<file path="src/rtl/k005290_seq_if.sv">
// Bus between the video timing generator and k005290_seq: pixel enable, HCNT,
// per-layer scroll/flip/enable controls and the K005290 mode/flip/active outputs.
interface k005290_seq_if;
    logic       i_EMU_CLK6MPCEN_n;
    logic [8:0] i_HCNT;
    logic [2:0] i_A_SCROLLX;
    logic [2:0] i_B_SCROLLX;
    logic       i_A_FLIP_REQ;
    logic       i_B_FLIP_REQ;
    logic       i_A_EN;
    logic       i_B_EN;
    logic [1:0] o_A_MODE;
    logic [1:0] o_B_MODE;
    logic       o_A_FLIP;
    logic       o_B_FLIP;
    logic       o_A_ACTIVE;
    logic       o_B_ACTIVE;

    modport master (
        output i_EMU_CLK6MPCEN_n, i_HCNT, i_A_SCROLLX, i_B_SCROLLX,
               i_A_FLIP_REQ, i_B_FLIP_REQ, i_A_EN, i_B_EN,
        input  o_A_MODE, o_B_MODE, o_A_FLIP, o_B_FLIP, o_A_ACTIVE, o_B_ACTIVE
    );

    modport slave (
        input  i_EMU_CLK6MPCEN_n, i_HCNT, i_A_SCROLLX, i_B_SCROLLX,
               i_A_FLIP_REQ, i_B_FLIP_REQ, i_A_EN, i_B_EN,
        output o_A_MODE, o_B_MODE, o_A_FLIP, o_B_FLIP, o_A_ACTIVE, o_B_ACTIVE
    );
endinterface

</file>
<file path="src/rtl/k005290_seq.sv">
// Per-layer K005290 shift-register sequencer (prime / load+shift / drain / hold).
// Optional BUBSYS_LAYER_DISABLE_EN: i_x_EN = 0 blanks a layer without disturbing its sequencing.
module k005290_seq #(
    parameter logic [8:0] HACT_START = 9'd136,
    parameter logic [8:0] HACT_END   = 9'd392
) (
    input  logic          i_EMU_MCLK,
    input  logic          i_EMU_MRST,
    k005290_seq_if.slave  bus
);
    typedef enum logic [1:0] {
        ST_BLANK  = 2'd0,
        ST_PRIME  = 2'd1,
        ST_ACTIVE = 2'd2,
        ST_DRAIN  = 2'd3
    } state_t;

    localparam logic [8:0] PRIME_AT  = HACT_START - 9'd16;
    localparam logic [8:0] ACTIVE_AT = HACT_START - 9'd1;
    localparam logic [8:0] DRAIN_AT  = HACT_END - 9'd1;

    logic pix_en_s;
    assign pix_en_s = ~bus.i_EMU_CLK6MPCEN_n;

`ifndef BUBSYS_LAYER_DISABLE_EN
    logic unused_en_s;
    assign unused_en_s = bus.i_A_EN ^ bus.i_B_EN;
`endif

    for (genvar g = 0; g < 2; g++) begin : g_layer
        logic [2:0] scrollx_s;
        logic       flip_req_s;
        logic       layer_en_s;
        state_t     state_r, state_s;
        logic [2:0] scroll_r, scroll_s, drain_r, drain_s, phase_s;
        logic       flip_r, flip_s, seq_s;
        logic [1:0] shift_mode_s, seq_mode_s, mode_r, mode_s;
        logic       flip_out_r, flip_out_s, active_r, active_s;

        if (g == 0) begin : g_a
            assign scrollx_s      = bus.i_A_SCROLLX;
            assign flip_req_s     = bus.i_A_FLIP_REQ;
`ifdef BUBSYS_LAYER_DISABLE_EN
            assign layer_en_s     = bus.i_A_EN;
`else
            assign layer_en_s     = 1'b1;
`endif
            assign bus.o_A_MODE   = mode_r;
            assign bus.o_A_FLIP   = flip_out_r;
            assign bus.o_A_ACTIVE = active_r;
        end else begin : g_b
            assign scrollx_s      = bus.i_B_SCROLLX;
            assign flip_req_s     = bus.i_B_FLIP_REQ;
`ifdef BUBSYS_LAYER_DISABLE_EN
            assign layer_en_s     = bus.i_B_EN;
`else
            assign layer_en_s     = 1'b1;
`endif
            assign bus.o_B_MODE   = mode_r;
            assign bus.o_B_FLIP   = flip_out_r;
            assign bus.o_B_ACTIVE = active_r;
        end

        // Next state, scroll/flip latches and the mode issued for the sampled HCNT
        always_comb begin
            state_s      = state_r;
            scroll_s     = scroll_r;
            drain_s      = drain_r;
            flip_s       = flip_r;
            phase_s      = scroll_r;
            seq_s        = 1'b0;
            shift_mode_s = flip_r ? 2'b01 : 2'b10;
            seq_mode_s   = 2'b00;
            mode_s       = 2'b00;
            flip_out_s   = flip_r;
            active_s     = 1'b0;
            case (state_r)
                ST_BLANK: begin
                    // The entry enable already follows the newly sampled scroll phase.
                    if (bus.i_HCNT == PRIME_AT) begin
                        state_s  = ST_PRIME;
                        scroll_s = scrollx_s;
                        phase_s  = scrollx_s;
                        seq_s    = 1'b1;
                    end else begin
                        state_s  = ST_BLANK;
                    end
                end
                ST_PRIME: begin
                    seq_s = 1'b1;
                    if (bus.i_HCNT == ACTIVE_AT) begin
                        state_s = ST_ACTIVE;
                    end else begin
                        state_s = ST_PRIME;
                    end
                end
                ST_ACTIVE: begin
                    seq_s = 1'b1;
                    if (bus.i_HCNT == DRAIN_AT) begin
                        state_s = ST_DRAIN;
                        drain_s = 3'd0;
                    end else begin
                        state_s = ST_ACTIVE;
                    end
                end
                ST_DRAIN: begin
                    drain_s = drain_r + 3'd1;
                    if (drain_r == 3'd7) begin
                        state_s = ST_BLANK;
                    end else begin
                        state_s = ST_DRAIN;
                    end
                end
                default: begin
                    state_s = ST_BLANK;
                end
            endcase

            if (seq_s && (bus.i_HCNT[2:0] == phase_s)) begin
                seq_mode_s = 2'b11;
                flip_s     = flip_req_s;
            end else if (seq_s || (state_r == ST_DRAIN)) begin
                seq_mode_s = shift_mode_s;
            end else begin
                seq_mode_s = 2'b00;
            end

            mode_s     = seq_mode_s;
            flip_out_s = flip_s;
            if (!layer_en_s && (seq_mode_s != 2'b00)) begin
                mode_s     = 2'b01;
                flip_out_s = 1'b0;
            end else begin
                mode_s     = seq_mode_s;
            end

            active_s = (state_s == ST_PRIME) || (state_s == ST_ACTIVE);
        end

        // State and output registers, advancing only on pixel enables
        always_ff @(posedge i_EMU_MCLK or posedge i_EMU_MRST) begin
            if (i_EMU_MRST) begin
                state_r    <= ST_BLANK;
                scroll_r   <= 3'd0;
                drain_r    <= 3'd0;
                flip_r     <= 1'b0;
                mode_r     <= 2'b00;
                flip_out_r <= 1'b0;
                active_r   <= 1'b0;
            end else if (pix_en_s) begin
                state_r    <= state_s;
                scroll_r   <= scroll_s;
                drain_r    <= drain_s;
                flip_r     <= flip_s;
                mode_r     <= mode_s;
                flip_out_r <= flip_out_s;
                active_r   <= active_s;
            end
        end
    end
endmodule

</file>
<file path="src/flat_wrapper.sv">
// flat-port wrapper written by rule: the top's interface ports become plain ports
module k005290_seq_flat 
#(
    parameter logic [8:0] HACT_START = 9'd136,
    parameter logic [8:0] HACT_END   = 9'd392
)
  (i_EMU_MCLK, i_EMU_MRST, bus_i_EMU_CLK6MPCEN_n, bus_i_HCNT, bus_i_A_SCROLLX, bus_i_B_SCROLLX, bus_i_A_FLIP_REQ, bus_i_B_FLIP_REQ, bus_i_A_EN, bus_i_B_EN, bus_o_A_MODE, bus_o_B_MODE, bus_o_A_FLIP, bus_o_B_FLIP, bus_o_A_ACTIVE, bus_o_B_ACTIVE);
  k005290_seq_if bus_i ();
  input  logic i_EMU_MCLK;
  input  logic i_EMU_MRST;
  input wire logic [$bits(bus_i.i_EMU_CLK6MPCEN_n)-1:0] bus_i_EMU_CLK6MPCEN_n;
  input wire logic [$bits(bus_i.i_HCNT)-1:0] bus_i_HCNT;
  input wire logic [$bits(bus_i.i_A_SCROLLX)-1:0] bus_i_A_SCROLLX;
  input wire logic [$bits(bus_i.i_B_SCROLLX)-1:0] bus_i_B_SCROLLX;
  input wire logic [$bits(bus_i.i_A_FLIP_REQ)-1:0] bus_i_A_FLIP_REQ;
  input wire logic [$bits(bus_i.i_B_FLIP_REQ)-1:0] bus_i_B_FLIP_REQ;
  input wire logic [$bits(bus_i.i_A_EN)-1:0] bus_i_A_EN;
  input wire logic [$bits(bus_i.i_B_EN)-1:0] bus_i_B_EN;
  output wire logic [$bits(bus_i.o_A_MODE)-1:0] bus_o_A_MODE;
  output wire logic [$bits(bus_i.o_B_MODE)-1:0] bus_o_B_MODE;
  output wire logic [$bits(bus_i.o_A_FLIP)-1:0] bus_o_A_FLIP;
  output wire logic [$bits(bus_i.o_B_FLIP)-1:0] bus_o_B_FLIP;
  output wire logic [$bits(bus_i.o_A_ACTIVE)-1:0] bus_o_A_ACTIVE;
  output wire logic [$bits(bus_i.o_B_ACTIVE)-1:0] bus_o_B_ACTIVE;
  assign bus_i.i_EMU_CLK6MPCEN_n = bus_i_EMU_CLK6MPCEN_n;
  assign bus_i.i_HCNT = bus_i_HCNT;
  assign bus_i.i_A_SCROLLX = bus_i_A_SCROLLX;
  assign bus_i.i_B_SCROLLX = bus_i_B_SCROLLX;
  assign bus_i.i_A_FLIP_REQ = bus_i_A_FLIP_REQ;
  assign bus_i.i_B_FLIP_REQ = bus_i_B_FLIP_REQ;
  assign bus_i.i_A_EN = bus_i_A_EN;
  assign bus_i.i_B_EN = bus_i_B_EN;
  assign bus_o_A_MODE = bus_i.o_A_MODE;
  assign bus_o_B_MODE = bus_i.o_B_MODE;
  assign bus_o_A_FLIP = bus_i.o_A_FLIP;
  assign bus_o_B_FLIP = bus_i.o_B_FLIP;
  assign bus_o_A_ACTIVE = bus_i.o_A_ACTIVE;
  assign bus_o_B_ACTIVE = bus_i.o_B_ACTIVE;
  k005290_seq #(.HACT_START(HACT_START), .HACT_END(HACT_END)) u_core (.i_EMU_MCLK(i_EMU_MCLK), .i_EMU_MRST(i_EMU_MRST), .bus(bus_i));
endmodule
</file>
<file path="config.mk">
export PLATFORM = sky130hd
export DESIGN_NAME = k005290_seq_flat
export DESIGN_NICKNAME = d
export VERILOG_FILES = /design/src/rtl/k005290_seq_if.sv /design/src/rtl/k005290_seq.sv /design/src/flat_wrapper.sv
export SDC_FILE = /design/constraint.sdc
export NUM_CORES = 1
export LEC_CHECK = 0
export ABC_AREA = 0
export CORE_MARGIN = 3
export CORE_UTILIZATION = 50
export DETAILED_ROUTE_END_ITERATION = 8
export PLACE_DENSITY = 0.76
export SYNTH_ARGS = -nofsm -noshare
export SYNTH_HDL_FRONTEND = slang
export SYNTH_SLANG_ARGS = --single-unit
</file>
<file path="constraint.sdc">
create_clock -name i_EMU_MCLK -period 5.7 [get_ports i_EMU_MCLK]
set_clock_uncertainty 0.05 [all_clocks]
set_input_delay 1.14 -clock i_EMU_MCLK [delete_from_list [all_inputs] [get_ports i_EMU_MCLK]]
set_output_delay 1.14 -clock i_EMU_MCLK [all_outputs]
set_load 0.1 [all_outputs]
</file>
---- Word-level counts from Yosys, hierarchy flattened ----
Cells that the tools add are included.
cells by class
  $mul .................................... 0
  bitwise logic cells ..................... 1
  multiplexer cells ....................... 23
  equal/unequal tests ..................... 19
  reduce and logical (&&, ||, !) cells .... 16
  shift-type cells ........................ 0
  $add $sub $neg .......................... 2
  div/mod/pow operators ................... 0
  magnitude comparators ................... 0
operators with widths
  cell                                                                     count
  2-bit 2-to-1 mux                                                         9
  2-bit case mux with 4 select lines                                       2
  3-bit 2-to-1 mux                                                         5
  2-bit equality test, second input constant                               6
  3-bit case mux with 2 select lines                                       2
  9-bit by 7-bit equality test with 1-bit output, second input constant    1
  9-bit by 8-bit equality test with 1-bit output, second input constant    1
  9-bit equality test, second input constant                               1
  2-bit by 1-bit equality test with 1-bit output, second input constant    4
  3-bit by 1-bit adder with 3-bit output, second input constant            2
  3-bit equality test                                                      2
  3-bit equality test, second input constant                               2
  3-bit AND reduction                                                      2
  2-bit zero test                                                          2
  1-bit logical OR                                                         4
  2-bit by 1-bit inequality test with 1-bit output, second input constant  2
  1-bit case mux with 2 select lines                                       2
  2-bit AND reduction                                                      2
  2-bit nonzero test                                                       2
  2-bit OR reduction                                                       2
  1-bit 2-to-1 mux                                                         3
  1-bit logical AND                                                        2
  1-bit NOT                                                                1
storage, ports and cells
  flip-flop bits (word level) ............. 24
  memories kept ........................... 0
  word-level logic and storage cells ...... 73
  RAM bits ................................ 0
  output and inout port bits .............. 8
  latch bits .............................. 0
  ROM bits ................................ 0
  input port bits ......................... 22

---- Longest topological paths before layout ----
  word-level depth ........................ 6
  gate-level depth with buffers ........... 7

---- Worst setup path after synthesis ----
No wires, ideal clock.
  kind .................................... input-to-reg
  start point ............................. input port bus_i_HCNT[1]
  end point ............................... register u_core.g_layer[0].scroll_r[0]
  arrival ................................. 3.032 ns
  buffers on the path ..................... 2
  stages .................................. 6
  path slack .............................. 2.493 ns
  cell sequence ........................... buf_6 or4b_1 buf_2 or4_4 nor3b_4 mux2_2
on the way
  word-level cells in the longest chain between the ends .. 3
ends and longest elaborated chain
  item                                            line                text
  start, declared                                 flat_wrapper.sv:12  input wire logic [$bits(bus_i.i_HCNT)-1:0] bus_i_HCNT;
  9-bit by 7-bit equality test with 1-bit output  k005290_seq.sv:80   if (bus.i_HCNT == PRIME_AT) begin
  3-bit 2-to-1 mux (2 in series)                  -
  end signal, assigned                            k005290_seq.sv:152  scroll_r <= scroll_s;
  end, declared                                   k005290_seq.sv:35   logic [2:0] scroll_r, scroll_s, drain_r, drain_s, phase_s;
Every way passes these cells.
A chain may end at the register's enable or synchronous reset.

---- Worst setup path after layout ----
  start point ............................. input port bus_i_HCNT[1]
  end point ............................... register u_core.g_layer[0].scroll_r[1]
The elaborated chain is that of the path after synthesis.

==> metrics.md <==
| Metric | Value |
|---|---|
| Die Width | 64.1 µm |
| Max FO, Critical Path | 8 |
| Compound-Gate Fraction of Synth Area | 0.175 |
| Final HPWL from detailed placement | 2910 µm |
| Vias | 1442 |
| Fmax | 285 MHz |
| Commonest non-fill, non-tap cell in the layout | clkdlybuf4s50_1 |
| Post-synth EDFFs | 0 |
| Dpl ws | 1840 ps |
| H-tree depth | 1 |
| Die Area | 4110 µm² |
| Cell accounting for the most synthesized area | dfrtp_1 |
| Max_cap viols | 0 |
| Power Density | 298 nW/µm² |
| Post-synthesis xor/xnor area fraction | 0.00519 |
| Crit-path cells | clkdlybuf4s50_1 -> or4b_1 -> or4_4 -> nor3b_4 -> mux2_2 |
| Setup TNS | 0 ps |
| Worst Setup Path Type | input port to flip-flop |
| Diode count | 0 |
| Final Max Slew Viols | 0 |
| Setup crit end kind | flip-flop |
| Area of the core | 3130 µm² |
| Crit share post-route | 0.615 |
| Residual DRC | 0 |
| Routed WL | 3770 µm |
| Max incr delay on CP | 720 ps |
| Area growth from synthesis to layout | 21.0% |
| First-pass GRT wire length | 6730 µm |
| Largest net degree at the start of global routing | 25 |
| Clock transition at path regs | 140 ps |
| Initial core utilization | 0.540 |
| Peak supply drop | 0.277 mV |
| Worst-margin pin slew | 977 ps |
| Setup slack after layout | 2190 ps |
| GRT Total Usage | 0.200 |
| Vias in the first global route | 1549 |
| Global route overflow | 0 |
| Setup Viol. Count Final | 0 |
| Post-Synth Simple-Gate Area | 0.244 |
| Synth area leaders | dfrtp_1 (36%), ha_1 (10%), mux2_2 (5.3%) |
| Synthesis-stage register bit count | 24 |
| Status | finished clean |
| Top FF cell, synth | dfrtp_1 |
| Area share of fa/ha/maj cells after synthesis | 0.104 |
| DIE HEIGHT | 64.1 µm |
| Wire length per cell | 15.5 µm |
| Synthesized cell area | 1690 µm² |
| Post-DRT Antenna Nets | 0 |
| Mux cell area share after synthesis | 0.0741 |
| CP max-delay cell | or4b_1 |
| Drt first-iter violations | 95 |
| RSZ-0062 raised after global routing | false |
| Maximum clock path buffer count | 2 |
| CP Launch Type | input port |
| Row count | 20 |
| Final hold slack | 493 ps |
| Synthesized Nets | 208 |
| Root buf cell | clkbuf_4 |
| Ys async rst share | 1.00 |
| Initial antenna violation count | 0 |
| TritonCTS clock tree | yes |
| Final hold violations | 0 |
| Data arrival time of the worst path | 3680 ps |
| Clk_lat worst skew | 320 ps |
| Clk sink count | 24 |
| Fillers | 261 |
| Post-Synthesis Cells | 172 |
| Slew headroom | 0.346 |
| Hold WC Path Type | flip-flop to flip-flop |
| Sequential fraction of the synthesis area | 0.356 |
| Warnings from Yosys | 0 |
| Mean Syn Cell Area | 9.82 µm² |
| Drt pass-1 iters | 4 |
| Util after Layout | 0.653 |
| Share of Yosys cell area claimed by the top area cell type | 0.356 |
| Layout cell share with drive strength beyond 1 | 0.0905 |
| Fin crit period | 3510 ps |
| IO buf count | 27 |
| Routability cong. | 0.862 |
| Num CTS Buffers | 3 |
| CTS resizes | 0 |
| # hold bufs at CTS | 0 |
| Pleak | 0.869 nW |
| CP Data Required Time | 5870 ps |
| Largest family of logic cells by synthesized area | simple AND/OR/NAND/NOR gates |
| Most frequent cells in the layout | clkdlybuf4s50_1 (27), dfrtp_1 (24), a21oi_1 (14), ha_1 (14), inv_1 (13) |
| Avg Vias per Cell | 5.93 |
| Nets | 236 |
| Postcts setup bufs | 0 |
| Synth cell types | 44 |
| IO Pins | 30 |
cell families (layout without fill, tap and decap cells):
group	Yosys count	count (layout)
AOI/OAI and AO/OA	43	43
xor gates and xnor gates	1	1
adders and majority gates	14	14
buffers and inverters	17	44
DFF	24	24
muxes	11	11
and+or+nand+nor	62	62
power breakdown:
| group | switching (W) | internal [W] | total [W] |
|---|---|---|---|
| Clock | 0.0000550 | 0.0000711 | 0.000126 |
| Combinational | 0.000183 | 0.0000896 | 0.000272 |
| Sequential | 0.0000179 | 0.000193 | 0.000211 |
| Total | 0.000256 | 0.000354 | 0.000609 |
layer usage:
layer	vias to the layer above	part of all wire	global-route usage
met5	-	0	0
li1	697	-	-
met2	38	0.52	0.372
met4	0	0.015	0.0633
met1	696	0.43	0.229
met3	11	0.042	0.0387
worst paths after layout:
check,start,to,slack (ps),cells past startpoint
max,bus_i_HCNT[1],u_core.g_layer[0].scroll_r[1]$_DFFE_PP0N_,2190,5
min,u_core.g_layer[0].drain_r[1]$_DFFE_PP0P_,u_core.g_layer[0].drain_r[1]$_DFFE_PP0P_,490,1
max reg2reg,u_core.g_layer[0].state_r[0]$_DFFE_PP0N_,u_core.g_layer[0].flip_r$_DFFE_PP0P_,3390,7
min reg2reg,u_core.g_layer[0].drain_r[1]$_DFFE_PP0P_,u_core.g_layer[0].drain_r[1]$_DFFE_PP0P_,490,1
max in group asynchronous,i_EMU_MRST,u_core.g_layer[1].flip_r$_DFFE_PP0P_,3770,2
min in group asynchronous,i_EMU_MRST,u_core.g_layer[1].drain_r[1]$_DFFE_PP0P_,1250,2
cells in the mapped netlist, types with 3 or more instances:
cell type	count
nor2_1	6
nand2_1	12
ha_1	14
nand2b_1	5
a22o_1	4
a221oi_1	3
nor2b_1	6
inv_1	13
nor3_1	3
nor4_1	3
dfrtp_1	24
nand3b_1	5
o21ai_0	8
nand4b_1	4
a21oi_1	14
mux2_2	8
layout make-up:
cell class / count / area, µm² / share of cell area
multi-input cells: 131 / 1020 / 0.497
flip-flops and latches: 24 / 601 / 0.294
repair buffers: 27 / 270 / 0.132
well taps: 44 / 55.1 / 0.0269
inverters: 13 / 48.8 / 0.0239
clock inverters: 1 / 30.0 / 0.0147
clock buffers: 3 / 22.5 / 0.0110
registers in the layout, summed over array words and instances (netlist names):
register,count
u_core.bus.o_A_ACTIVE,1
u_core.bus.o_A_MODE,2
u_core.bus.o_B_ACTIVE,1
u_core.bus.o_B_MODE,2
u_core.g_layer.drain_r,6
u_core.g_layer.flip_r,2
u_core.g_layer.scroll_r,6
u_core.g_layer.state_r,4
critical path: cells and delay by family:
| family | cells | cell delay, ps |
|---|---|---|
| AND/OR/NAND/NOR | 3 | 1630 |
| buffers and inverters | 1 | 550 |
| multiplexers | 1 | 370 |
through the flow:
stage	power, W	instance area [µm²]	cells
finish	0.000609	2040	243
global route	0.000644	2040	243
CTS	0.000612	2040	243
detailed placement	0.000486	1990	239
floorplan	0.000416	1690	172
global placement	0.000479	1990	239
Note: power is estimated with default switching activity, not from simulation.
